## src/rtl/audio_path_sched.sv

```systemverilog
// ---------------------------------------------------------------------------
// audio_path_sched
// Sequences each audio sample from the receive side (comunication) through an
// optional effect stage to dac_driver. It holds one sample in flight and one
// pending sample. It counts samples dropped when both are occupied.
//
// Build option:
//   AUDIO_SCHED_WDOG_EN  When defined, an effect-stage watchdog is built. A
//                        stalled effect falls back to the raw sample and sets
//                        the sticky wdog_flag.
//
// Ports:
//   clk_25mhz   in   system clock, rising edge
//   reset       in   asynchronous active-low reset
//   in_valid    in   1-cycle pulse: in_sample valid
//   in_sample   in   [15:0] input audio sample
//   bypass_en   in   1 = route the sample around the effect
//   eff_start   out  1-cycle pulse: eff_sample valid, start processing
//   eff_sample  out  [15:0] sample sent to the effect
//   eff_done    in   1-cycle pulse: eff_result valid
//   eff_result  in   [15:0] processed sample
//   dac_valid   out  dac_sample valid
//   dac_sample  out  [15:0] sample sent to dac_driver
//   dac_ready   in   dac_driver accepts the sample this cycle
//   busy        out  path not idle, or pending slot occupied
//   overrun     out  sticky: at least one sample dropped
//   drop_count  out  [CNT_W-1:0] saturating dropped-sample count
//   clr_status  in   1-cycle pulse: clear overrun/drop_count/wdog_flag
//   wdog_flag   out  sticky: effect timed out (0 when watchdog not built)
// ---------------------------------------------------------------------------
module audio_path_sched #(
  parameter int unsigned CNT_W = 8
`ifdef AUDIO_SCHED_WDOG_EN
  ,
  parameter int unsigned clock_max = 25_000_000,
  parameter int unsigned audio_clk = 400
`endif
) (
  input  logic             clk_25mhz,
  input  logic             reset,
  input  logic             in_valid,
  input  logic [15:0]      in_sample,
  input  logic             bypass_en,
  output logic             eff_start,
  output logic [15:0]      eff_sample,
  input  logic             eff_done,
  input  logic [15:0]      eff_result,
  output logic             dac_valid,
  output logic [15:0]      dac_sample,
  input  logic             dac_ready,
  output logic             busy,
  output logic             overrun,
  output logic [CNT_W-1:0] drop_count,
  input  logic             clr_status,
  output logic             wdog_flag
);

  localparam int unsigned SAMPLE_W = 16;

  typedef enum logic [1:0] {
    ST_IDLE      = 2'd0,
    ST_EFF_START = 2'd1,
    ST_EFF_WAIT  = 2'd2,
    ST_DAC_PUSH  = 2'd3
  } state_t;

  state_t              r_state;
  logic [SAMPLE_W-1:0] r_hold;
  logic [SAMPLE_W-1:0] r_pend;
  logic                r_pend_full;
  logic                r_eff_start;
  logic                r_dac_valid;
  logic [SAMPLE_W-1:0] r_dac_sample;
  logic                r_overrun;
  logic [CNT_W-1:0]    r_drop_count;

  logic                w_idle;
  logic                w_src_valid;
  logic [SAMPLE_W-1:0] w_src_sample;
  logic                w_drop;
  logic                w_timeout;

  // In IDLE the pending slot has priority over a fresh input.
  assign w_idle       = (r_state == ST_IDLE);
  assign w_src_valid  = r_pend_full | in_valid;
  assign w_src_sample = r_pend_full ? r_pend : in_sample;

  // A sample arriving while busy with the slot already occupied is lost.
  assign w_drop = !w_idle && in_valid && r_pend_full;

`ifdef AUDIO_SCHED_WDOG_EN
  localparam int unsigned WDOG_CYCLES = clock_max / audio_clk;
  localparam int unsigned WDOG_W      = (WDOG_CYCLES > 1) ? $clog2(WDOG_CYCLES) : 1;

  logic [WDOG_W-1:0] r_wdog_cnt;
  logic              r_wdog_flag;

  // eff_done arriving on the final count still wins over the timeout.
  assign w_timeout = (r_state == ST_EFF_WAIT) && !eff_done &&
                     (r_wdog_cnt == WDOG_W'(WDOG_CYCLES - 1));

  // Watchdog counter: restarts from 0 on every entry to EFF_WAIT.
  always_ff @(posedge clk_25mhz or negedge reset) begin
    if (!reset) begin
      r_wdog_cnt <= '0;
    end else if (r_state != ST_EFF_WAIT) begin
      r_wdog_cnt <= '0;
    end else if (r_wdog_cnt != WDOG_W'(WDOG_CYCLES - 1)) begin
      r_wdog_cnt <= r_wdog_cnt + WDOG_W'(1);
    end
  end

  // Sticky timeout flag; a timeout in the same cycle as clr_status keeps it set.
  always_ff @(posedge clk_25mhz or negedge reset) begin
    if (!reset) begin
      r_wdog_flag <= 1'b0;
    end else if (w_timeout) begin
      r_wdog_flag <= 1'b1;
    end else if (clr_status) begin
      r_wdog_flag <= 1'b0;
    end
  end

  assign wdog_flag = r_wdog_flag;
`else
  assign w_timeout = 1'b0;
  assign wdog_flag = 1'b0;
`endif

  // Path sequencer with registered handshake outputs.
  always_ff @(posedge clk_25mhz or negedge reset) begin
    if (!reset) begin
      r_state      <= ST_IDLE;
      r_hold       <= '0;
      r_eff_start  <= 1'b0;
      r_dac_valid  <= 1'b0;
      r_dac_sample <= '0;
    end else begin
      r_eff_start <= 1'b0;
      case (r_state)
        ST_IDLE: begin
          if (w_src_valid) begin
            r_hold <= w_src_sample;
            if (bypass_en) begin
              r_state      <= ST_DAC_PUSH;
              r_dac_valid  <= 1'b1;
              r_dac_sample <= w_src_sample;
            end else begin
              r_state     <= ST_EFF_START;
              r_eff_start <= 1'b1;
            end
          end
        end
        ST_EFF_START: begin
          r_state <= ST_EFF_WAIT;
        end
        ST_EFF_WAIT: begin
          if (eff_done) begin
            r_state      <= ST_DAC_PUSH;
            r_dac_valid  <= 1'b1;
            r_dac_sample <= eff_result;
          end else if (w_timeout) begin
            // Fall back to the unprocessed sample.
            r_state      <= ST_DAC_PUSH;
            r_dac_valid  <= 1'b1;
            r_dac_sample <= r_hold;
          end
        end
        ST_DAC_PUSH: begin
          if (dac_ready) begin
            r_state     <= ST_IDLE;
            r_dac_valid <= 1'b0;
          end
        end
        default: begin
          r_state     <= ST_IDLE;
          r_dac_valid <= 1'b0;
        end
      endcase
    end
  end

  // One-entry pending slot.
  always_ff @(posedge clk_25mhz or negedge reset) begin
    if (!reset) begin
      r_pend      <= '0;
      r_pend_full <= 1'b0;
    end else if (w_idle) begin
      // IDLE consumes the slot; a simultaneous input refills it.
      if (r_pend_full && in_valid) begin
        r_pend <= in_sample;
      end else if (r_pend_full) begin
        r_pend_full <= 1'b0;
      end
    end else if (in_valid && !r_pend_full) begin
      r_pend      <= in_sample;
      r_pend_full <= 1'b1;
    end
  end

  // Drop accounting; a drop coinciding with clr_status restarts the count at 1.
  always_ff @(posedge clk_25mhz or negedge reset) begin
    if (!reset) begin
      r_overrun    <= 1'b0;
      r_drop_count <= '0;
    end else if (w_drop) begin
      r_overrun <= 1'b1;
      if (clr_status) begin
        r_drop_count <= CNT_W'(1);
      end else if (r_drop_count != {CNT_W{1'b1}}) begin
        r_drop_count <= r_drop_count + CNT_W'(1);
      end
    end else if (clr_status) begin
      r_overrun    <= 1'b0;
      r_drop_count <= '0;
    end
  end

  assign eff_start  = r_eff_start;
  assign eff_sample = r_hold;
  assign dac_valid  = r_dac_valid;
  assign dac_sample = r_dac_sample;
  assign busy       = (r_state != ST_IDLE) || r_pend_full;
  assign overrun    = r_overrun;
  assign drop_count = r_drop_count;

endmodule
```

## config.mk

```make
export PLATFORM = sky130hd
export DESIGN_NAME = audio_path_sched
export DESIGN_NICKNAME = d
export VERILOG_FILES = /design/src/rtl/audio_path_sched.sv
export SDC_FILE = /design/constraint.sdc
export NUM_CORES = 1
export LEC_CHECK = 0
export ABC_AREA = 1
export BUFFER_PORTS_ARGS = -buffer_cell sky130_fd_sc_hd__buf_4
export CAP_MARGIN = 0
export CORE_ASPECT_RATIO = 0.75
export CORE_MARGIN = 8
export CORE_UTILIZATION = 50
export DETAILED_ROUTE_END_ITERATION = 10
export HOLD_SLACK_MARGIN = 0.1
export PLACE_DENSITY = 0.78
export SETUP_SLACK_MARGIN = 0.3
export SLEW_MARGIN = 20
export SYNTH_ARGS = -nofsm -noshare
export SYNTH_HDL_FRONTEND = slang
export SYNTH_SLANG_ARGS = --single-unit
```

## constraint.sdc

```tcl
create_clock -name clk_25mhz -period 2 [get_ports clk_25mhz]
set_input_delay 0.2 -clock clk_25mhz [delete_from_list [all_inputs] [get_ports clk_25mhz]]
set_output_delay 0.2 -clock clk_25mhz [all_outputs]
set_load 0.02 [all_outputs]
```

==> results.yml <==
status:
  status: "finished, final reports clean"
global_routing:
  grtUsageTotal_pct: 18.9
  met1_usage_pct: 24.2
  grt_pass1_vias: 2651
  grtUsageMet3_pct: 8.02
  grt_pass1_wl_um: 13300
  grt-ovfl-total: 0
  antenna_found_initial: 0
  top_usage_layer: "met2"
  met2_usage_pct: 29.0
  grt_start_max_net_pins: 63
critical_path:
  worstReg2RegEnd: "dac_sample[2]$_DFFE_PN0P_"
  critPathKind: "reg -> reg"
  cp-end-kind: "flip-flop"
  rr_worst_depth: 9
  cp.arrival_ps: 1890
  cp_cell_sequence: "inv_2, ha_4, inv_2, or2_1, nand2_2, nor2_4, buf_4, o211ai_1, nand2_1"
  crit_slowest_cell: "dfrtp_1"
  startpoint: "r_state[0]$_DFFE_PN0P_"
  crit_path_max_incr_delay_ps: 400
  cp_max_fo: 8
  r2r_start: "r_state[0]$_DFFE_PN0P_"
  r2r_setup_slack_ps: 320
  worstSetupStartpointType: "flip-flop"
  cp_data_required_time_ps: 2220
  cp_common_cell: "inv_2"
  crit_path_end: "dac_sample[2]$_DFFE_PN0P_"
floorplan:
  die_w_um: 106
  die_h_um: 83.3
  io_pins: 84
  row_count: 24
  dieArea_mm2: 0.00880
  core_area_mm2: 0.00583
  start_util_pct: 51.8
clocking:
  clock_path_buffers: 2
  numCtsBuffers: 9
  cts.clk_slew.worst_paths_ps: 70
  insertion_delay_ps: 350
  cts_max_level: 3
  cts_root_buf: "clkbuf_8"
  cts_num_sinks: 62
  cts_tree: "yes"
power_and_ir_drop:
  pwr-share-clk_pct: 15.2
  seq_power_share_pct: 30.7
  p_leak_uw: 0.00204
  p_sw_uw: 2920
  comb_power_share_pct: 54.2
  p_int_uw: 3990
  switching_share_pct: 42.3
  powerDensity_mw_per_mm2: 1650
  ir_worst_vdd_v: 0.000845
placement:
  hpwlAfterDp_um: 5780
  place_area_mm2: 0.00372
  place_congestion: 0.804
  port_buffers: 82
  dp.cells: 486
  place_ws_ps: 195
synthesis:
  synth_compound_area_share_pct: 14.8
  ys_seq_area_share_pct: 51.5
  muxShareOfSynthArea_pct: 5.98
  synth-adder-area-share_pct: 2.49
  synth.net_count: 380
  synth_seq_cells: 62
  yosysWarnings: 0
  ys_async_sr_fraction_pct: 100
  synth_edf_count: 0
  yosys.area_share.simple_pct: 18.1
  ys.flop_type: "dfrtp_1"
  syn_avg_cell_area_um2: 9.00
  synth_top_family_by_area: "simple AND/OR/NAND/NOR gates"
  yosys.area_share.xor_xnor_pct: 0
  ys_types: 26
  synth_area_mm2: 0.00302
  syn-instance-count: 335
cells_and_area:
  post-route-util_pct: 72.2
  nets: 490
  syn_to_final_growth_pct: 39.4
  antennaDiodeCount: 0
  mostFrequentLayoutCell: "buf_4"
  final_cell_mix: "91 x buf_4, 70 x nand2_1, 60 x dfrtp_1, 58 x o21ai_0, 32 x inv_1"
  num-fill-cells: 453
  post_layout_nonfiller_instances: 528
  design_area_mm2: 0.00420
  drive_gt1_share_pct: 35.8
timing:
  tightest_slew_ps: 774
  min_period_ps: 1680
  final_max_slew_viol_count: 0
  finalSetupTns_ps: 0
  finalClockSkew_ps: 11.1
  setup_violations: 0
  hold_viol: 0
  rsz0062_at_grt: "false"
  slew_headroom_pct: 48.4
  fmax_mhz: 596
  finalWorstSetupSlack_ps: 323
  fin_crit_sh_pct: 83.8
hold_path:
  hold_depth: 3
  hold_class: "in -> reg"
detailed_routing:
  drt_iter0_drc: 110
  wire_per_inst_um: 15.6
  remaining_drc_errors: 0
  vias: 2717
  ant_nets: 0
  routed_wl_um: 8230
  drtPass1Iterations: 4
  vias_per_cell: 5.15
flow_run:
  cap_violations: 0
-- power groups by stage --
stage | clock network, µW | logic (µW) | registers (µW)
2_1_floorplan | 0 | 1760 | 2520
4_1_cts | 1070 | 3570 | 2120
3_3_place_gp | 0 | 3320 | 2130
3_5_place_dp | 0 | 3400 | 2130
5_1_grt | 1120 | 4110 | 2180
6_report | 1050 | 3750 | 2120
-- cells in the mapped netlist (4+ instances only) --
library cell,number,area [µm²]
nand4_1,5,31.3
nand3_1,8,40.0
o21ai_0,58,290
dfrtp_1,62,1550
or2_2,17,106
o211ai_1,18,135
inv_1,35,131
ha_1,6,75.1
clkbuf_1,7,26.3
nor2_1,9,33.8
buf_2,4,20.0
mux2_2,16,180
nand2_1,71,267
-- state kept, by name, summed over array words and instances, names as in the netlist --
signal and count:
dac_sample 16, drop_count 8, eff_sample 16, eff_start 1, r_state 2, r_pend 16, overrun 1, r_pend_full 1
dac_valid 1
-- worst min-delay path by stage --
| stage | slack, ps | startpoint | endpoint |
|---|---|---|---|
| detailed placement | 330 | reset | r_pend[1]$_DFFE_PN0P_ |
| global route | 160 | clr_status | drop_count[0]$_DFFE_PN0P_ |
| global placement | 330 | reset | r_pend[2]$_DFFE_PN0P_ |
| CTS | 150 | clr_status | drop_count[0]$_DFFE_PN0P_ |
| finish | 170 | clr_status | drop_count[0]$_DFFE_PN0P_ |
| floorplan | -100 | reset | dac_sample[0]$_DFFE_PN0P_ |
-- metrics by stage --
stage / hold slack (ps) / power, µW
2_1_floorplan: -95.6 / 4280
3_3_place_gp: 330 / 5450
3_5_place_dp: 334 / 5540
4_1_cts: 153 / 6760
5_1_grt: 162 / 7410
6_report: 167 / 6920
-- per-layer routing --
layer / routed length [µm] / vias up / share of wire (%)
met5: 0 / - / 0
met4: 76 / 0 / 0.92
met3: 570 / 12 / 6.9
met2: 4060 / 84 / 49
met1: 3530 / 1296 / 43
li1: - / 1325 / -
-- logic make-up (layout without fill, tap and decap cells) --
logic type / Yosys count / after routing
AOI/OAI and AO/OA: 80 / 80
adders and majority gates: 6 / 6
buffers and inverters: 51 / 166
DFF: 62 / 62
muxes: 16 / 16
other: 1 / 1
and+or+nand+nor: 119 / 119
-- worst max-delay path: cells and delay by family, from the launching register on --
kind	cells	cell delay, ps
compound gates	1	120
flops	1	400
buf+inv	3	340
fa+ha+maj	1	170
simple gates	4	510
-- layout make-up --
cell class,instances,area (µm²),area share [%]
Sequential cell,62,1550,37.0
Multi-Input combinational cell,222,1300,30.9
Timing Repair Buffer,112,923,22.0
Inverter,37,143,3.39
Clock buffer,11,131,3.13
Tap cell,78,97.6,2.32
Clock inverter,5,50.0,1.19
Timing Repair inverter,1,7.51,0.179
-- what timing repair did --
action	in CTS	in global routing
buffers inserted	4	3
gates resized for setup	3	12
hold buffers	18	0
hold endpoints to repair	79	0
endpoints found under the setup margin	34	25
pin swaps	2	1
gates cloned	0	1
No activity file was read; power rests on OpenSTA's default activity.
